==> src/rtl/r_peak_ctrl.sv <==
// -----------------------------------------------------------------------------
// r_peak_ctrl
// Sequencing controller for the R-peak detection path. Consumes an offset-
// binary derivative stream (zero at MID), keeps the adaptive band thresholds,
// runs the arm / peak-track / refractory state machine and measures RR
// intervals in samples.
//
// Ports
//   clk          system clock, rising edge
//   rst          asynchronous reset, active low
//   en           detection enable (level); low forces IDLE
//   sample_valid one-cycle strobe per derivative sample
//   diff_in      derivative sample, offset binary around MID
//   vth_p/vth_n  registered band thresholds MID+th / MID-th
//   beat         one-cycle pulse per confirmed R peak
//   rr_interval  samples between the last two beats (held)
//   rr_valid     one-cycle pulse with beat when rr_interval is new
//   timeout      one-cycle pulse when no beat is seen for RR_MAX samples
//   peak_mag     magnitude of the last confirmed peak (held)
//   state        IDLE=0, ARMED=1, PEAK=2, REFRACT=3
// -----------------------------------------------------------------------------
module r_peak_ctrl #(
    parameter int unsigned DW      = 9,
    parameter int unsigned CNT_W   = 12,
    parameter int unsigned MID     = 256,
    parameter int unsigned TH_INIT = 8,
    parameter int unsigned TH_MIN  = 4,
    parameter int unsigned REFRACT = 50,
    parameter int unsigned RR_MAX  = 4095
) (
    input  logic             clk,
    input  logic             rst,
    input  logic             en,
    input  logic             sample_valid,
    input  logic [DW-1:0]    diff_in,
    output logic [DW-1:0]    vth_p,
    output logic [DW-1:0]    vth_n,
    output logic             beat,
    output logic [CNT_W-1:0] rr_interval,
    output logic             rr_valid,
    output logic             timeout,
    output logic [7:0]       peak_mag,
    output logic [1:0]       state
);

    typedef enum logic [1:0] {
        ST_IDLE  = 2'd0,
        ST_ARMED = 2'd1,
        ST_PEAK  = 2'd2,
        ST_REFR  = 2'd3
    } state_e;

    localparam int unsigned   RW        = $clog2(REFRACT + 1);
    localparam logic [DW-1:0] MID_V     = DW'(MID);
    localparam logic [DW-1:0] TH_INIT_V = DW'(TH_INIT);
    localparam logic [DW-1:0] TH_MIN_V  = DW'(TH_MIN);
    localparam logic [RW-1:0] REFR_LAST = RW'(REFRACT - 1);
    localparam logic [CNT_W:0] RR_MAX_V = (CNT_W + 1)'(RR_MAX);

    state_e           state_q, state_d;
    logic [DW-1:0]    th_q, th_d;
    logic [7:0]       trk_q, trk_d;
    logic [RW-1:0]    refr_q, refr_d;
    logic [CNT_W-1:0] rr_cnt_q, rr_cnt_d;
    logic             first_q, first_d;
    logic             beat_q, beat_d;
    logic             rr_valid_q, rr_valid_d;
    logic             timeout_q, timeout_d;
    logic [CNT_W-1:0] rr_interval_q, rr_interval_d;
    logic [7:0]       peak_mag_q, peak_mag_d;
    logic [DW-1:0]    vth_p_q, vth_n_q;

    // Magnitude of the excursion from MID; only diff_in=0 reaches 256.
    logic [DW-1:0]    dev;
    logic [7:0]       mag;
    logic             above;
    logic [DW-1:0]    th_mix, th_adapt;
    logic [CNT_W-1:0] rr_inc;
    logic             rr_hit;
    logic [7:0]       trk_max;

    assign dev      = (diff_in >= MID_V) ? (diff_in - MID_V) : (MID_V - diff_in);
    assign mag      = (dev > DW'(255)) ? 8'hFF : dev[7:0];
    assign above    = DW'(mag) > th_q;
    assign trk_max  = (mag > trk_q) ? mag : trk_q;

    // th + trk/2 stays below 255, so the sum never overflows DW bits.
    assign th_mix   = (th_q + DW'(trk_q >> 1)) >> 1;
    assign th_adapt = (th_mix < TH_MIN_V) ? TH_MIN_V : th_mix;

    assign rr_inc   = (rr_cnt_q == '1) ? rr_cnt_q : rr_cnt_q + CNT_W'(1);
    assign rr_hit   = ({1'b0, rr_cnt_q} + (CNT_W + 1)'(1)) == RR_MAX_V;

    always_comb begin
        // NOTE: every variable gets a default here so no path leaves one
        // unassigned, which would otherwise infer a latch.
        state_d       = state_q;
        th_d          = th_q;
        trk_d         = trk_q;
        refr_d        = refr_q;
        rr_cnt_d      = rr_cnt_q;
        first_d       = first_q;
        beat_d        = 1'b0;
        rr_valid_d    = 1'b0;
        timeout_d     = 1'b0;
        rr_interval_d = rr_interval_q;
        peak_mag_d    = peak_mag_q;

        if (!en) begin
            // Disable wins over everything, including a commit on this strobe.
            state_d  = ST_IDLE;
            trk_d    = '0;
            refr_d   = '0;
            rr_cnt_d = '0;
            first_d  = 1'b1;
        end else begin
            unique case (state_q)
                ST_IDLE: state_d = ST_ARMED;

                ST_ARMED: if (sample_valid) begin
                    if (rr_hit) begin
                        timeout_d = 1'b1;
                        th_d      = TH_INIT_V;
                        rr_cnt_d  = '0;
                        first_d   = 1'b1;
                    end else begin
                        rr_cnt_d = rr_inc;
                        if (above) begin
                            state_d = ST_PEAK;
                            trk_d   = mag;
                        end
                    end
                end

                ST_PEAK: if (sample_valid) begin
                    if (!above) begin
                        // Commit: a commit never raises timeout, even at RR_MAX.
                        state_d    = ST_REFR;
                        refr_d     = '0;
                        beat_d     = 1'b1;
                        peak_mag_d = trk_q;
                        th_d       = th_adapt;
                        rr_cnt_d   = '0;
                        first_d    = 1'b0;
                        if (!first_q) begin
                            rr_interval_d = rr_inc;
                            rr_valid_d    = 1'b1;
                        end
                    end else begin
                        trk_d    = trk_max;
                        rr_cnt_d = rr_inc;
                    end
                end

                ST_REFR: if (sample_valid) begin
                    rr_cnt_d = rr_inc;
                    if (refr_q == REFR_LAST) begin
                        state_d = ST_ARMED;
                        refr_d  = '0;
                    end else begin
                        refr_d = refr_q + RW'(1);
                    end
                end

                default: state_d = ST_IDLE;
            endcase
        end
    end

    always_ff @(posedge clk or negedge rst) begin
        if (!rst) begin
            state_q       <= ST_IDLE;
            th_q          <= TH_INIT_V;
            trk_q         <= '0;
            refr_q        <= '0;
            rr_cnt_q      <= '0;
            first_q       <= 1'b1;
            beat_q        <= 1'b0;
            rr_valid_q    <= 1'b0;
            timeout_q     <= 1'b0;
            rr_interval_q <= '0;
            peak_mag_q    <= '0;
            vth_p_q       <= MID_V + TH_INIT_V;
            vth_n_q       <= MID_V - TH_INIT_V;
        end else begin
            // NOTE: non-blocking assignments so every register samples the
            // pre-edge values, independent of statement order.
            state_q       <= state_d;
            th_q          <= th_d;
            trk_q         <= trk_d;
            refr_q        <= refr_d;
            rr_cnt_q      <= rr_cnt_d;
            first_q       <= first_d;
            beat_q        <= beat_d;
            rr_valid_q    <= rr_valid_d;
            timeout_q     <= timeout_d;
            rr_interval_q <= rr_interval_d;
            peak_mag_q    <= peak_mag_d;
            vth_p_q       <= MID_V + th_d;
            vth_n_q       <= MID_V - th_d;
        end
    end

    assign vth_p       = vth_p_q;
    assign vth_n       = vth_n_q;
    assign beat        = beat_q;
    assign rr_valid    = rr_valid_q;
    assign timeout     = timeout_q;
    assign rr_interval = rr_interval_q;
    assign peak_mag    = peak_mag_q;
    assign state       = state_q;

endmodule

==> config.mk <==
export PLATFORM = sky130hd
export DESIGN_NAME = r_peak_ctrl
export DESIGN_NICKNAME = d
export VERILOG_FILES = /design/src/rtl/r_peak_ctrl.sv
export SDC_FILE = /design/constraint.sdc
export NUM_CORES = 1
export LEC_CHECK = 0
export ABC_AREA = 1
export BUFFER_PORTS_ARGS = -buffer_cell sky130_fd_sc_hd__buf_2
export CORE_MARGIN = 5
export CORE_UTILIZATION = 53
export DETAILED_ROUTE_END_ITERATION = 8
export PLACE_DENSITY = 0.85
export SYNTH_ARGS = -nofsm -noshare
export SYNTH_HDL_FRONTEND = slang
export SYNTH_SLANG_ARGS = --single-unit
==> constraint.sdc <==
create_clock -name clk -period 2.4 [get_ports clk]
set_input_delay 0.24 -clock clk [delete_from_list [all_inputs] [get_ports clk]]
set_output_delay 0.24 -clock clk [all_outputs]
set_load 0.03 [all_outputs]
# After elaboration in Yosys (flattened, before gate mapping)
# Cells that the tools add are included.
[totals] mem_bits_ro=0 latchBits=0 output_inout_bits=43 wordCells=114 input_bits=13 memories=0 ff_bits=79 ramBits=0
[op_classes] n_addsub=8 muxes=59 n_bitwise=2 n_lt_le_gt_ge=5 multipliers=0 reduce_logical=8 n_eq_ne=19 n_div=0 shifts=0
[ops] operator="2-to-1 mux 12 bit" n=7
[ops] operator="2-to-1 mux 8 bit" n=9
[ops] operator="2-to-1 mux 9 bit" n=6
[ops] operator="one-hot mux 12 bit (3 select lines)" n=1
[ops] operator="2-to-1 mux 6 bit" n=5
[ops] operator="!= test 3 bit, second input constant" n=10
[ops] operator="2-to-1 mux 1 bit" n=18
[ops] operator="one-hot mux 9 bit (2 select lines)" n=1
[ops] operator="subtractor 9 bit, first input constant" n=2
[ops] operator="2-to-1 mux 2 bit" n=8
[ops] operator="one-hot mux 8 bit (2 select lines)" n=1
[ops] operator="AND reduction 7 bit" n=2
[ops] operator="adder 12 x 1 -> 13 bit, second input constant" n=1
[ops] operator="== test 13 x 12 -> 1 bit, second input constant" n=1
[ops] operator="adder 12 x 1 -> 12 bit, second input constant" n=1
[ops] operator="== test 12 bit, second input constant" n=1
[ops] operator="one-hot mux 6 bit (2 select lines)" n=1
[ops] operator="AND reduction 4 bit" n=3
[ops] operator="AND reduction 5 bit" n=2
[ops] operator="adder 9 x 7 -> 9 bit" n=1
[ops] operator="adder 9 bit, first input constant" n=1
[ops] operator=">= comparator 9 bit, second input constant" n=1
[ops] operator="greater-than comparator 8 x 9 -> 1 bit" n=1
[ops] operator="greater-than comparator 9 x 8 -> 1 bit, second input constant" n=1
[ops] operator="other kinds (13)" n=16

# Longest topological paths before layout
[logic_depth] depth_word=10 depth_mapped=30 depth_no_buf=29

# Worst setup path before layout
# Ideal clock, no wire load.
[synth_path] path_kind="input-to-reg" from="input diff_in[0]" to="register vth_n_q[8], in the netlist vth_n[8]" arrival_ps=3087 required_time_ps=2284 path_slack_ps=-804 path_stages=28 setup_ps=116 path_buffers=1 path_cell_list="inv_1 -> ha_1 -> nand4_1 -> inv_1 -> nand3_1 -> inv_1 -> a21oi_1 -> o21ai_0 -> ha_1 -> inv_1 -> nor3_1 -> nand3b_1 -> nand3_1 -> nand2_1 -> nand2_1 -> buf_2 -> inv_1 -> nor2_1 -> nor2_1 -> nand3_1 -> nand2_1 -> inv_1 -> ha_1 -> nand2_1 -> nor2_4 -> nand2_1 -> nand2_1 -> nand2_1"
[synth_via] elab_chain_len=10 word_cells_on_any_way=12 classes_between="add/sub (3); order compare (3); mux (6)"
[synth_lines] element="start: declaration" line_no="35" text="input logic [DW-1:0] diff_in,"
[synth_lines] element="subtractor 9 bit or >= comparator 9 bit (tied branches)" line_no="82" text="assign dev = (diff_in >= MID_V) ? (diff_in - MID_V) : (MID_V - diff_in);"
[synth_lines] element="2-to-1 mux 9 bit (*)" line_no="82"
[synth_lines] element="greater-than comparator 9 x 8 -> 1 bit" line_no="83" text="assign mag = (dev > DW'(255)) ? 8'hFF : dev[7:0];"
[synth_lines] element="2-to-1 mux 8 bit (*)" line_no="83"
[synth_lines] element="greater-than comparator 8 x 9 -> 1 bit (*)" line_no="84" text="assign above = DW'(mag) > th_q;"
[synth_lines] element="2-to-1 mux 9 bit (*)" line_no="136" text="if (!above) begin"
[synth_lines] element="2-to-1 mux 9 bit (*)" line_no="135" text="ST_PEAK: if (sample_valid) begin"
[synth_lines] element="one-hot mux 9 bit (2 select lines) (*)" line_no="117" text="unique case (state_q)"
[synth_lines] element="2-to-1 mux 9 bit (*)" line_no="109" text="if (!en) begin"
[synth_lines] element="net th_d[0]" line_no="61" text="logic [DW-1:0] th_q, th_d;"
[synth_lines] element="subtractor 9 bit (*)" line_no="200" text="vth_n_q <= MID_V - th_d;"
[synth_lines] element="end signal: assignment" line_no="184" text="vth_n_q <= MID_V - TH_INIT_V;"
[synth_lines] element="end signal: assignment" line_no="200"
[synth_lines] element="end: declaration" line_no="71" text="logic [DW-1:0] vth_p_q, vth_n_q;"
# Mark *: on every way through the listed nets, which the timed path passes. The rest lies on a longest branch.
# A chain may end at the register's enable or synchronous reset.

==> impl_metrics.ini <==
[synth]
netlist_instances = 627
ys_types = 39
synth_top_area_share_pct = 33.9
yosysTopAreaCell = dfrtp_1
yosys_register_bits = 70
synthTopCellsByArea = dfrtp_1 (34%), nand2_1 (14%), ha_1 (8.5%), inv_1 (7.5%), nand3_1 (5.6%)
syn_area_per_cell_um2 = 7.30
netlist_area_mm2 = 0.00458
synth_seq_area_share_pct = 38.5
synthesis.nets = 672
yosys_warnings = 0

[power]
power_density_mw_per_mm2 = 1080
p_comb_share_pct = 61.9
clkPwrFrac_pct = 12.7
switching_power_uw = 3220
irDropWorstVdd_mv = 0.578
seqPwrFrac_pct = 25.3
p_leak_uw = 0.00322
swShare_pct = 48.2
intPower_uw = 3460

[floorplanning]
start_util_pct = 53.6
die_area_mm2 = 0.0106
core_mm2 = 0.00855
ios = 56
rows = 34
die_w_um = 103
die-height_um = 103

[placed_design]
place.port_buffers = 55
post-place-cells = 853
place_congestion = 0.974
hpwlAfterDp_um = 9210
placed_area_mm2 = 0.00561

[drt]
vias = 5059
dr.pass1.iters = 6
drc_errors = 0
drt_iter0_drc = 492
ant_nets = 0
viasPerCell = 5.73
route.final.wire_length_um = 14600
wl_per_cell_um = 16.5

[layout]
final_core_util_pct = 72.5
drive_gt1_share_pct = 35.0
final_cells = 883
stdcell_area_mm2 = 0.00620
num-fill-cells = 576
nets = 815
num_antenna_cells = 0
synthToLayoutAreaGrowth_pct = 35.4

[clock_network]
clock_latency_ns = 0.37
cts_inserted_buffers = 9
cts_tree = built
clkTransAtPathRegs_ns = 0.08
h-tree-depth = 3
cts_sinks = 70
cts_buffer_depth = 2
ctsRootBufferMaster = clkbuf_8

[worst_setup_path]
crit_type = flip-flop to flip-flop
crit_required_ns = 2.65
crit_buf_inv = 2
r2r_start = vth_n[0]$_DFF_PN0_
path_max_fanout = 5
path_cells = nand2_1 > inv_1 > fa_2 > nand2_1 > nand3_2 > nand3_1 > nand2_1 > nor2_1 > nand2_1 > nor2_1 > nand2_1 > nand2_1 > nand2_2 > nand3_2 > nand2_2 > inv_4 > ha_4 > nand2_4 > nor2_4 > nand2_1 > nand2_1 > nand2_1
cp_top_family = simple AND/OR/NAND/NOR gates
endpoint_kind = flip-flop
start_kind = flip-flop
crit_top_cell = nand2_1
setup.worst_path.start = vth_n[0]$_DFF_PN0_
arrival_ns = 3.21
cpPeakStageDelay_ns = 0.42
slowest_stage = dfrtp_1

[status]
outcome = finished with violations
violations = setup timing

[timing]
fin_crit_sh_pct = 123
slew_headroom_pct = 70.2
rsz0062_at_grt = true
finalSetupViolations = 65
tightest_slew_ns = 0.447
finalMaxSlewViolations = 0
max_clock_freq_mhz = 338
finalHoldViolCount = 0
fin_crit_ns = 2.96
clock_skew_ns = 0.0148
final.setup.worst_slack_ns = -0.563

[global_route]
grt_pass1_vias = 4731
overflow = 0
grt_pass1_wl_um = 21200
grt_use_total_pct = 25.3
antenna_found_initial = 0
grt_max_degree = 71

[min_path]
hp-class = input port to flip-flop
hold_start = en

[run]
drv_cap = 0
layout make-up:
class / count / area [µm²] / share of cell area (%)
timing repair buffer: 153 / 1080 / 17.5
sequential: 70 / 1760 / 28.4
tap: 108 / 135 / 2.18
clock inverter: 7 / 41.3 / 0.666
inverter: 96 / 390 / 6.30
clock buffer: 9 / 124 / 2.00
multi-input combinational: 440 / 2660 / 43.0
cell families (layout without fill, tap and decap cells):
group / count (synthesis) / in the layout / synth area share, %
flip-flops: 70 / 70 / 38.5
XOR/XNOR: 7 / 7 / 1.34
adder cells (fa/ha/maj): 32 / 32 / 8.91
AND/OR/NAND/NOR: 306 / 306 / 29.1
AO/OA/AOI/OAI: 95 / 95 / 11.7
buffers and inverters: 117 / 265 / 10.5
metal layers:
layer  GRT usage, %  part of all wire, %  vias up  wire length [µm]
met4           15.0                  6.9        0              1000
met1           29.6                   37     2327              5410
met3           5.75                  7.6      105              1110
li1               -                    -     2309                 -
met5              0                    0        -                 0
met2           42.4                   48      318              7040
power by group through the flow:
stage | sequential [µW] | combinational (µW) | clock [µW]
3_3_place_gp | 1680 | 3300 | 0
2_1_floorplan | 1920 | 1980 | 0
4_1_cts | 1670 | 3600 | 854
3_5_place_dp | 1690 | 3410 | 0
6_report | 1690 | 4130 | 849
5_1_grt | 1710 | 4470 | 915
worst register-to-register path: cells and delay by family (launching register included):
family | cells | cell delay (ns)
simple gates | 18 | 1.75
fa+ha+maj | 2 | 0.52
flops | 1 | 0.42
buf+inv | 2 | 0.16
final timing paths:
kind	end	slack, ns	cells past startpoint
worst max-delay path	vth_n[8]$_DFF_PN0_	-0.56	22
worst min-delay path	state[0]$_DFFE_PN0P_	0.30	3
worst max register to register	vth_n[8]$_DFF_PN0_	-0.56	22
worst min register to register	rr_interval[8]$_DFFE_PN0P_	0.48	2
max in group asynchronous	vth_p[8]$_DFF_PN1_	1.61	3
min in group asynchronous	rr_cnt_q[5]$_DFFE_PN0P_	0.45	3
sequential cells by signal (all words and copies together) (netlist names):
signal       count
rr_cnt_q        12
rr_interval     12
timeout          1
rr_valid         1
first_q          1
vth_n            9
th_q             1
state            2
vth_p            8
peak_mag         8
trk_q            8
beat             1
refr_q           6
Yosys cell counts:
cell type,instances
nand4_2,1
a21oi_1,20
inv_1,92
nand3b_1,2
a21boi_1,1
dfstp_2,8
nor2_1,50
nor2_4,2
nand2_4,1
a31oi_1,2
xor2_1,5
inv_2,3
nand2_2,6
a311oi_1,1
o21ai_0,46
nand3_1,51
ha_1,31
a21oi_2,3
nand3_2,1
dfrtp_1,62
clkbuf_1,8
xnor2_1,2
o31ai_1,2
clkinv_2,1
o22ai_1,14
buf_4,9
a21boi_0,1
buf_2,4
nor3b_4,1
o211ai_1,2
o21a_1,1
nand2_1,171
o311a_1,1
fa_1,1
nor3b_1,1
nor3_1,5
nor2_2,4
o21ai_2,1
nand4_1,10
per-stage QoR:
step | power (µW) | hold slack, ns | setup TNS, ns | worst slack [ns]
CTS | 6130 | 0.281 | -2.06 | -0.159
detailed placement | 5090 | 0.297 | -35.23 | -0.733
finish | 6670 | 0.304 | -13.46 | -0.563
global route | 7090 | 0.319 | -22.89 | -0.724
floorplan | 3900 | -0.0556 | -5.22 | -0.464
global placement | 4980 | 0.290 | -27.47 | -0.585
layout by cell type, fill, tap and decap left out, drive strengths merged, types with 6 or more instances in the layout:
cell,count
a21oi,23
buf,152
clkbuf,9
clkinv,6
dfrtp,62
dfstp,8
ha,31
inv,96
nand2,178
nand3,52
nand4,11
nor2,56
o21ai,47
o22ai,14
what timing repair did:
item | 4_1_cts | 5_1_grt
buffers inserted | 10 | 5
endpoints found under the setup margin | 59 | 68
hold buffers | 1 | 0
pin swaps | 26 | 22
resized for setup | 31 | 61
hold endpoints to repair | 62 | 0
(Power assumes the default switching activity.)
